--- config.mk ---
export PLATFORM = sky130hd
export DESIGN_NAME = operand_mux_nto1
export DESIGN_NICKNAME = d
export VERILOG_FILES = /design/src/rtl/operand_mux_nto1.sv
export SDC_FILE = /design/constraint.sdc
export NUM_CORES = 1
export LEC_CHECK = 0
export CAP_MARGIN = 40
export CELL_PAD_IN_SITES_DETAIL_PLACEMENT = 0
export CELL_PAD_IN_SITES_GLOBAL_PLACEMENT = 1
export CORE_AREA = 3 3 56 58
export CTS_BUF_LIST = sky130_fd_sc_hd__clkbuf_4 sky130_fd_sc_hd__clkbuf_8
export CTS_CLUSTER_DIAMETER = 120
export DETAILED_ROUTE_END_ITERATION = 7
export DIE_AREA = 0 0 59 61
export DONT_BUFFER_PORTS = 1
export PLACE_DENSITY_LB_ADDON = 0.1
export REMOVE_ABC_BUFFERS = 1
export SYNTH_ARGS = -nofsm -noshare
export SYNTH_HDL_FRONTEND = slang
export SYNTH_SLANG_ARGS = --single-unit
--- constraint.sdc ---
create_clock -name clk -period 1.7 [get_ports clk]
set_clock_uncertainty 0.05 [all_clocks]
set_input_delay 0.34 -clock clk [delete_from_list [all_inputs] [get_ports clk]]
set_output_delay 0.34 -clock clk [all_outputs]
set_load 0.01 [all_outputs]
--- src/rtl/operand_mux_nto1.sv ---
// N-channel registered operand multiplexer feeding the multiplier core.
// Explicit-select or round-robin grant, one output register with valid/ready.
//
//   state | meaning
//   ------+-------------------------------------------------------------
//   EMPTY | output register holds no unconsumed word (Out_Valid = 0)
//   FULL  | output register holds a word awaiting Out_Ready (Out_Valid = 1)
module operand_mux_nto1 #(
  parameter int WORD_LENGTH = 4,
  parameter int WORD        = WORD_LENGTH * 2,
  parameter int CHANNELS    = 4,
  parameter int SEL_WIDTH   = 2
) (
  input  logic                       clk,
  input  logic                       reset,
  input  logic                       Mode,
  input  logic [SEL_WIDTH-1:0]       Selector,
  input  logic [CHANNELS*WORD-1:0]   Data_In,
  input  logic [CHANNELS-1:0]        In_Valid,
  output logic [CHANNELS-1:0]        In_Ready,
  output logic [WORD-1:0]            Mux_Output,
  output logic                       Out_Valid,
  input  logic                       Out_Ready,
  output logic [SEL_WIDTH-1:0]       Out_Channel
);

  typedef enum logic {EMPTY = 1'b0, FULL = 1'b1} state_t;

  state_t                state_q, state_d;
  logic [SEL_WIDTH-1:0]  last_grant_q;
  logic                  free;
  logic                  grant_valid;
  logic [SEL_WIDTH-1:0]  grant_idx;
  logic                  load;
  logic [WORD-1:0]       sel_word;

  assign Out_Valid = (state_q == FULL);
  assign free      = (state_q == EMPTY) || Out_Ready;

  // Grant search; round-robin scans channels above last_grant first, then wraps.
  always_comb begin
    grant_valid = 1'b0;
    grant_idx   = '0;
    if (!Mode) begin
      for (int c = 0; c < CHANNELS; c++) begin
        if (!grant_valid && Selector == SEL_WIDTH'(c) && In_Valid[c]) begin
          grant_valid = 1'b1;
          grant_idx   = SEL_WIDTH'(c);
        end
      end
    end else begin
      for (int c = 0; c < CHANNELS; c++) begin
        if (!grant_valid && c > int'(last_grant_q) && In_Valid[c]) begin
          grant_valid = 1'b1;
          grant_idx   = SEL_WIDTH'(c);
        end
      end
      for (int c = 0; c < CHANNELS; c++) begin
        if (!grant_valid && c <= int'(last_grant_q) && In_Valid[c]) begin
          grant_valid = 1'b1;
          grant_idx   = SEL_WIDTH'(c);
        end
      end
    end
  end

  assign load = free && grant_valid && !reset;

  always_comb begin
    In_Ready = '0;
    sel_word = '0;
    for (int c = 0; c < CHANNELS; c++) begin
      if (grant_idx == SEL_WIDTH'(c)) begin
        In_Ready[c] = load;
        sel_word    = Data_In[c*WORD +: WORD];
      end
    end
  end

  always_comb begin
    state_d = state_q;
    case (state_q)
      EMPTY: if (load) state_d = FULL;
      FULL: begin
        if (load)           state_d = FULL;
        else if (Out_Ready) state_d = EMPTY;
      end
      default: state_d = EMPTY;
    endcase
  end

  always_ff @(posedge clk) begin
    if (reset) begin
      state_q      <= EMPTY;
      Mux_Output   <= '0;
      Out_Channel  <= '0;
      // Pointer parked on the last channel so channel 0 wins first.
      last_grant_q <= SEL_WIDTH'(CHANNELS - 1);
    end else begin
      state_q <= state_d;
      if (load) begin
        Mux_Output   <= sel_word;
        Out_Channel  <= grant_idx;
        last_grant_q <= grant_idx;
      end
    end
  end

endmodule

After elaboration in Yosys (flattened, before gate mapping)
Cells that the tools add are included.
Storage, ports and cells
  register bits after elaboration: 13
  input bits: 42
Cells by class
  $lt $le $gt $ge: 6
  bitwise operators: 1
  equal/unequal tests: 6
  multiplexer cells: 44
  reduce and logical (&&, ||, !) cells: 34
Operator list (count)
  two-way mux 8 bit: 4
  two-way mux 1 bit: 30
  logical AND 1 bit: 21
  two-way mux 2 bit: 9
  zero test 1 bit: 10
  == test 2 bit, second input constant: 4
  == test 2 x 1 -> 1 bit, second input constant: 2
  greater-than comparator 2 bit, first input constant: 2
  <= comparator 2 bit, first input constant: 2
  zero test 2 bit: 2
  greater-than comparator 1 x 2 -> 1 bit, first input constant: 1
  <= comparator 1 x 2 -> 1 bit, first input constant: 1
  one-hot mux 1 bit (2 select lines): 1
  logical OR 1 bit: 1
  NOT 1 bit: 1

Depth between registers and ports, before layout
  depth in word-level cells: 38
  depth in mapped cells: 8
  depth with buffers taken out: 6

Least setup slack after synthesis
OpenSTA, ideal clock, no wires.
  path type: flip-flop to output port
  start point: reg last_grant_q[1]
  end point: out In_Ready[1]
  cell stages (with the launch flop): 7
  arrival: 1.510 ns
  path buffers: 0
  setup slack: -0.200 ns
  required time: 1.310 ns
  cell sequence: dfxtp_1 mux2i_1 nor3b_1 a311oi_2 nand2_1 nand2_1 nor2_1
Between the ends
  word-level cells in the longest chain between the ends: 36
Ends and longest elaborated chain
  start, declared: line 30  | logic [SEL_WIDTH-1:0] last_grant_q;
  start signal, assigned: line 98  | last_grant_q <= SEL_WIDTH'(CHANNELS - 1);
  start signal, assigned: line 104  | last_grant_q <= grant_idx;
  greater-than comparator 1 x 2 -> 1 bit: line 53  | if (!grant_valid && c > int'(last_grant_q) && In_Valid[c]) begin
  logical AND 1 bit: line 53
  two-way mux 1 bit: line 53
  two-way mux 1 bit: line 44  | if (!Mode) begin
  zero test 1 bit: line 53
  logical AND 1 bit (2 in a row): line 53
  two-way mux 1 bit: line 53
  two-way mux 1 bit: line 44
  (+17 left out)
  two-way mux 1 bit: line 59  | if (!grant_valid && c <= int'(last_grant_q) && In_Valid[c]) begin
  two-way mux 1 bit: line 44
  zero test 1 bit: line 59
  logical AND 1 bit (2 in a row): line 59
  two-way mux 1 bit: line 59
  two-way mux 1 bit: line 44
  logical AND 1 bit (2 in a row): line 67  | assign load = free && grant_valid && !reset;
  two-way mux 1 bit *: line 73  | if (grant_idx == SEL_WIDTH'(c)) begin
  end, declared: line 20  | output logic [CHANNELS-1:0] In_Ready,
Every way passes the cells marked *; elsewhere a longest branch is shown, timed or not. The select of a mux whose other input is x is not followed.

Worst setup path in the final report
  start point: reg last_grant_q[1]
  end point: out In_Ready[3]
The elaborated chain is that of the path after synthesis.

==> run_results.csv <==
group,metric,value,unit
setup_path,path_class,"flop to primary output",
finish,final_cells,184,
floorplanning,core_area,2710,sq um
finish,layout_commonest_cell,"buf_4",
logic_synthesis,synth-simple-area-share,0.192,
floorplanning,fp.dieW,59,um
clock_network,root_buffer,"clkbuf_4",
global_routing,antenna_found_initial,0,
hold_path,min_path_type,"input port to flop",
routing,detail-route-antenna-nets,0,
setup_path,max_stage_delay,0.38,ns
timing,setup_violations,14,
setup_path,cp_slowest_cell,"dfxtp_4",
clock_network,cts.clk_slew.worst_paths,0.08,ns
pwr,leakagePower,0.635,nW
logic_synthesis,ys_seq_elements,13,
floorplanning,rows,19,
setup_path,crit_arrival,1.60,ns
logic_synthesis,yosysSeqAreaShare,0.241,
pwr,switchingPower,415,uW
timing,max_slew_margin,0.759,
global_routing,grt_pass1_vias,993,
timing,clock.fmax,0.503,GHz
clock_network,clockBufferDepth,2,
clock_network,cts_tree,"built",
run,cap_viol_max_count,0,
pwr,pwr-share-comb,0.475,
timing,drv_slew,0,
setup_path,path_buf_inv,0,
pwr,max-vdd-ir-drop,0.000609,V
place,io_buffers,0,
finish,layout-drive-gt1-share,0.529,
logic_synthesis,synth_warnings,0,
pwr,p_seq_frac,0.348,
logic_synthesis,syn-cell-area,1080,sq um
clock_network,postCtsHoldBufs,0,
pwr,clkPwrFrac,0.177,
routing,wl_per_cell,15.6,um
place,dp_cells,163,
routing,dr.pass1.iters,2,
timing,period_needed,1.99,ns
global_routing,grt_overflow_total,0,
place,place_hpwl,2210,um
setup_path,cp_max_fo,5,
place,globalplace.congestion,0.800,
setup_path,start_kind,"flop",
run_status,violations,"setup timing",
global_routing,groute.usage.overall,0.165,
logic_synthesis,synth_edf_count,0,
routing,drt-vias-per-instance,5.60,
global_routing,grt_pass1_wl,4510,um
routing,dr.first_iter.drc_count,53,
pwr,p_int,778,uW
clock_network,cts.sinks,13,
run_status,status,"complete, but fails checks",
setup_path,critPathTopFamily,"simple AND/OR/NAND/NOR gates",
finish,nFillCells,259,
place,preCtsSetupSlack,-0.224,ns
floorplanning,dieArea,3600,sq um
timing,setup_ws,-0.286,ns
global_routing,grt_max_degree,14,
clock_network,htreeDepth,1,
routing,vias,1031,
finish,synthToLayoutAreaGrowth,41.6,%
clock_network,clock_latency,0.27,ns
logic_synthesis,muxShareOfSynthArea,0.125,
logic_synthesis,synth_xor_area_frac,0,
logic_synthesis,syn_area_per_cell,9.08,sq um
pwr,switching_share,0.348,
logic_synthesis,synth-compound-area-share,0.376,
logic_synthesis,async_reset_ff_frac,0,
floorplanning,dieHeight,61,um
setup_path,required,1.31,ns
finish,diodes,0,
pwr,power_density,779,nW/um^2
timing,fin_crit_sh,1.17,
timing,final_hold_viol_count,0,
clock_network,cts_buffers,3,
routing,drc,0,
logic_synthesis,synthAdderAreaFrac,0,
timing,rsz0062_at_grt,"true",
logic_synthesis,synth_top_family_by_area,"compound AO/OA/AOI/OAI gates",
finish,nets,196,
logic_synthesis,syn_inst,119,
setup_path,endpoint_kind,"primary output",
floorplanning,start_util,0.399,
finish,layout_common_cells,"buf_4, nor2_1, nand2_1",
logic_synthesis,synth.distinct_cells,37,
logic_synthesis,postSynth.topFlopCell,"dfxtp_1",
routing,drt_wl_total,2870,um
timing,worst_slew_pin_slew,0.359,ns
floorplanning,ios,57,
setup_path,path_cells,"mux2i_1, nor3b_1, a311oi_2, nand2_1, nand2_2, nor2_2",
-- metal layers --
| layer | up-vias | track usage | part of all wire |
|---|---|---|---|
| li1 | 518 | - | - |
| met1 | 477 | 0.206 | 0.42 |
| met2 | 34 | 0.276 | 0.49 |
| met3 | 2 | 0.0596 | 0.081 |
| met4 | 0 | 0.0291 | 0.0035 |
| met5 | - | 0 | 0 |
-- kinds of logic (layout without fill, tap and decap cells) --
kind of cell | Yosys count | count (layout)
mux | 13 | 13
flops | 13 | 13
buf+inv | 12 | 46
compound gates | 40 | 40
simple gates | 41 | 41
-- state kept, by name, indices dropped and copies added (netlist names) --
signal / count
Mux_Output: 8
Out_Channel: 2
Out_Valid: 1
last_grant_q: 2
-- repair_timing --
action	in CTS	in global routing
buffers inserted	11	7
pin swaps	19	5
gates resized for setup	27	7
endpoints found under the setup margin	12	16
cloned	0	0
-- synth_stat cells, types with 2 or more instances --
cell type / instances / share of area
a211oi_2: 8 / 0.093
a21oi_1: 10 / 0.046
a221oi_2: 7 / 0.097
buf_2: 3 / 0.014
buf_4: 2 / 0.014
buf_6: 2 / 0.021
dfxtp_1: 13 / 0.24
inv_1: 3 / 0.010
mux2i_1: 12 / 0.11
nand2_1: 13 / 0.045
nor2_1: 16 / 0.056
nor3b_1: 3 / 0.021
o21ai_0: 2 / 0.0093
or2_1: 2 / 0.012
-- metrics by stage --
step	hold slack [ns]	total power [mW]	TNS, ns	area [sq um]	utilization
global route	0.0511	1.28	-4.18	1530	0.565
floorplan	0.359	0.690	-1.99	1030	-
detailed placement	0.362	0.829	-2.17	1230	0.454
finish	0.0748	1.19	-2.68	1530	0.565
global placement	0.361	0.822	-2.04	1230	0.454
CTS	0.0581	1.17	-2.54	1450	0.535
-- power groups by stage --
| stage | Clock, mW | Combinational, mW | Sequential [mW] |
|---|---|---|---|
| after global routing | 0.242 | 0.613 | 0.422 |
| after global placement | 0 | 0.402 | 0.419 |
| final | 0.211 | 0.567 | 0.415 |
| after CTS | 0.226 | 0.526 | 0.416 |
| after detailed placement | 0 | 0.409 | 0.421 |
| after floorplan | 0 | 0.279 | 0.412 |
-- worst paths after layout --
| check | from | endpoint | slack, ns | cells past startpoint |
|---|---|---|---|---|
| max | last_grant_q[1] | In_Ready[3] | -0.29 | 6 |
| min | reset | Out_Channel[1] | 0.07 | 1 |
| min reg2reg | Out_Channel[1] | Out_Channel[1] | 0.47 | 2 |
| max reg2reg | last_grant_q[1] | Mux_Output[2] | -0.21 | 10 |
-- worst reg2reg max path, cell delays in order (launching register included) --
cell	delay, ns
dfxtp_4	0.37
mux2i_1	0.12
nor3b_1	0.22
a311oi_2	0.10
buf_4	0.16
buf_4	0.12
buf_4	0.13
a21boi_4	0.18
buf_4	0.13
nor4b_4	0.18
a211oi_2	0.05
-- area by class of cell --
class                           instances  area, sq um  share of cell area
Inverter                                5         18.8              0.0123
Tap cell                               31         38.8              0.0253
Sequential cell                        13          265               0.173
Clock buffer                            4         30.0              0.0196
Multi-Input combinational cell         94          848               0.554
Timing Repair Buffer                   37          329               0.215
Power figures use the tool's default switching activity.
==> RTL edit: new RTL, same flow settings <==
The parameter `WORD_LENGTH` goes from 4 to 8.
--- a/src/rtl/operand_mux_nto1.sv
+++ b/src/rtl/operand_mux_nto1.sv
@@ -7,5 +7,5 @@
 //   FULL  | output register holds a word awaiting Out_Ready (Out_Valid = 1)
 module operand_mux_nto1 #(
-  parameter int WORD_LENGTH = 4,
+  parameter int WORD_LENGTH = 8,
   parameter int WORD        = WORD_LENGTH * 2,
   parameter int CHANNELS    = 4,
Ports: changed (resized Data_In and Mux_Output); port bits go from 57 to 97. The function was not compared with the original's and may differ.
==> RTL edit against the original RTL <==
The run still ends with negative setup slack left; final area rose by 13%; critical endpoint is now In_Ready[2]; sequential cell count rose by 8; via count rose by 19%; wire length rose by 36%; power rose by 25%; synthesized area rose by 28%; non-clock buffer count fell by 19; setup slack improved by 0.068 ns.
==> RTL edit: results <==
[setup_path]
r2r_end = "Mux_Output[9]"
crit_family = "compound AO/OA/AOI/OAI gates"
cpPeakStageDelay_ns = 0.41
crit_arrival_ns = 1.53
crit_fanout = 3
r2r-start = "last_grant_q[0]"
ff2ff_setup_slack_ns = -0.06
r2r.worst_path.cells = 7
critPathKind = "flip-flop to output port"

[grt]
grt_pass1_wl_um = 5470
grt_pass1_vias = 1190
grt_use_total_pct = 19.8
grt_max_degree = 23

[pwr]
max-vdd-ir-drop_mv = 0.549
leakage_nw = 0.762
netSwitchingPower_uw = 491

[final_layout]
top_regs = "Mux_Output (16), Out_Channel (2), last_grant_q (2)"
nNonClkInverters = 1
area_share_nonclk_buffers_pct = 13.1
layout.nets = 224
regArea_um2 = 427
n_fill_cell = 226
signal_buffers = 18
clock_area_share_pct = 1.73
drive_gt1_share_pct = 32.9

[placement]
place_congestion = 0.785
dp_hpwl_um = 2520
place_inst = 166
dpl_cell_area_mm2 = 0.00141
dp_slack_ns = -0.0322

[logic_synthesis]
yosysSeqAreaShare_pct = 30.3
synth_cells = 139
netlist_top_cells_count = "mux2i_1, dfxtp_1, nand3b_1, o221ai_1"
ys_dominant_reg_cell = "dfxtp_1"
synth_top_cells_by_area = "dfxtp_1, mux2i_1, o221ai_1"
synth_cell_types = 31

[cts]
clk_pin_slew_worst_paths_ns = 0.13
clockBufferDepth = 2
clock_latency_ns = 0.30
clock_sinks = 21

[worst_hold_path]
hp-start = "reset"
min_path_cells = 1
worstHoldEndpoint = "Out_Channel[0]"

[routing]
wl_per_cell_um = 21.7
viasPerCell = 6.81
routed_wl_um = 3910
drt_iter0_markers = 84

[status]
violations = "negative setup slack"
status = "finished with violations"

[floorplanning]
initial_core_util_pct = 51.2

[timing]
setup_violations = 20
whs_ns = 0.0458
setup_ws_ns = -0.219
tns_ns = -1.31
slew_headroom_pct = 58.1
==> RTL edit: cell types whose count changed in the layout (fill, tap and decap cells not counted), moves of 5 or more <==
cell,change
a211oi_4,-5
a21oi_1,-8
a221oi_2,-7
buf_4,-18
buf_6,-5
dfxtp_1,+7
mux2i_1,+20
nand2_1,-9
nand3b_1,+17
nor2_1,-9
o221ai_1,+15
==> RTL edit: power groups by stage <==
stage / registers, mW / logic (mW) / clock network (mW)
after floorplan: 0.662 / 0.290 / 0
after global placement: 0.677 / 0.367 / 0
after detailed placement: 0.680 / 0.379 / 0
after CTS: 0.670 / 0.452 / 0.275
after global routing: 0.679 / 0.596 / 0.302
final: 0.670 / 0.555 / 0.263
==> RTL edit: metal layers <==
metal  GRT usage (%)  up-vias  part of all wire (%)
met1            23.6      598                    41
met5               0        -                     0
met3            4.68        4                   9.2
met2            34.5       62                    49
met4            7.12        0                  0.84
li1                -      561                     -
==> RTL edit: worst max-delay path by stage <==
stage / endpoint / slack, ns / cells past startpoint
2_1_floorplan: In_Ready[0] / -1.01 / 5
3_3_place_gp: In_Ready[2] / 0.02 / 5
3_5_place_dp: In_Ready[2] / -0.03 / 5
4_1_cts: In_Ready[2] / -0.19 / 5
5_1_grt: In_Ready[2] / -0.29 / 5
6_report: In_Ready[2] / -0.22 / 5
==> RTL edit: cells by family (layout without fill, tap and decap cells) <==
group                  after synthesis  in the layout  share of synthesized area (%)
multiplexers                        35             35                           25.2
AND/OR/NAND/NOR                     40             40                           18.2
flip-flops                          21             21                           30.3
buffers and inverters               13             23                           8.02
AO/OA/AOI/OAI                       30             30                           18.2
==> RTL edit: repair_timing <==
item,4_1_cts,5_1_grt
setup buffers,4,3
cloned,0,3
pin swaps,7,10
setup endpoints to repair,4,20
gates resized for setup,20,16
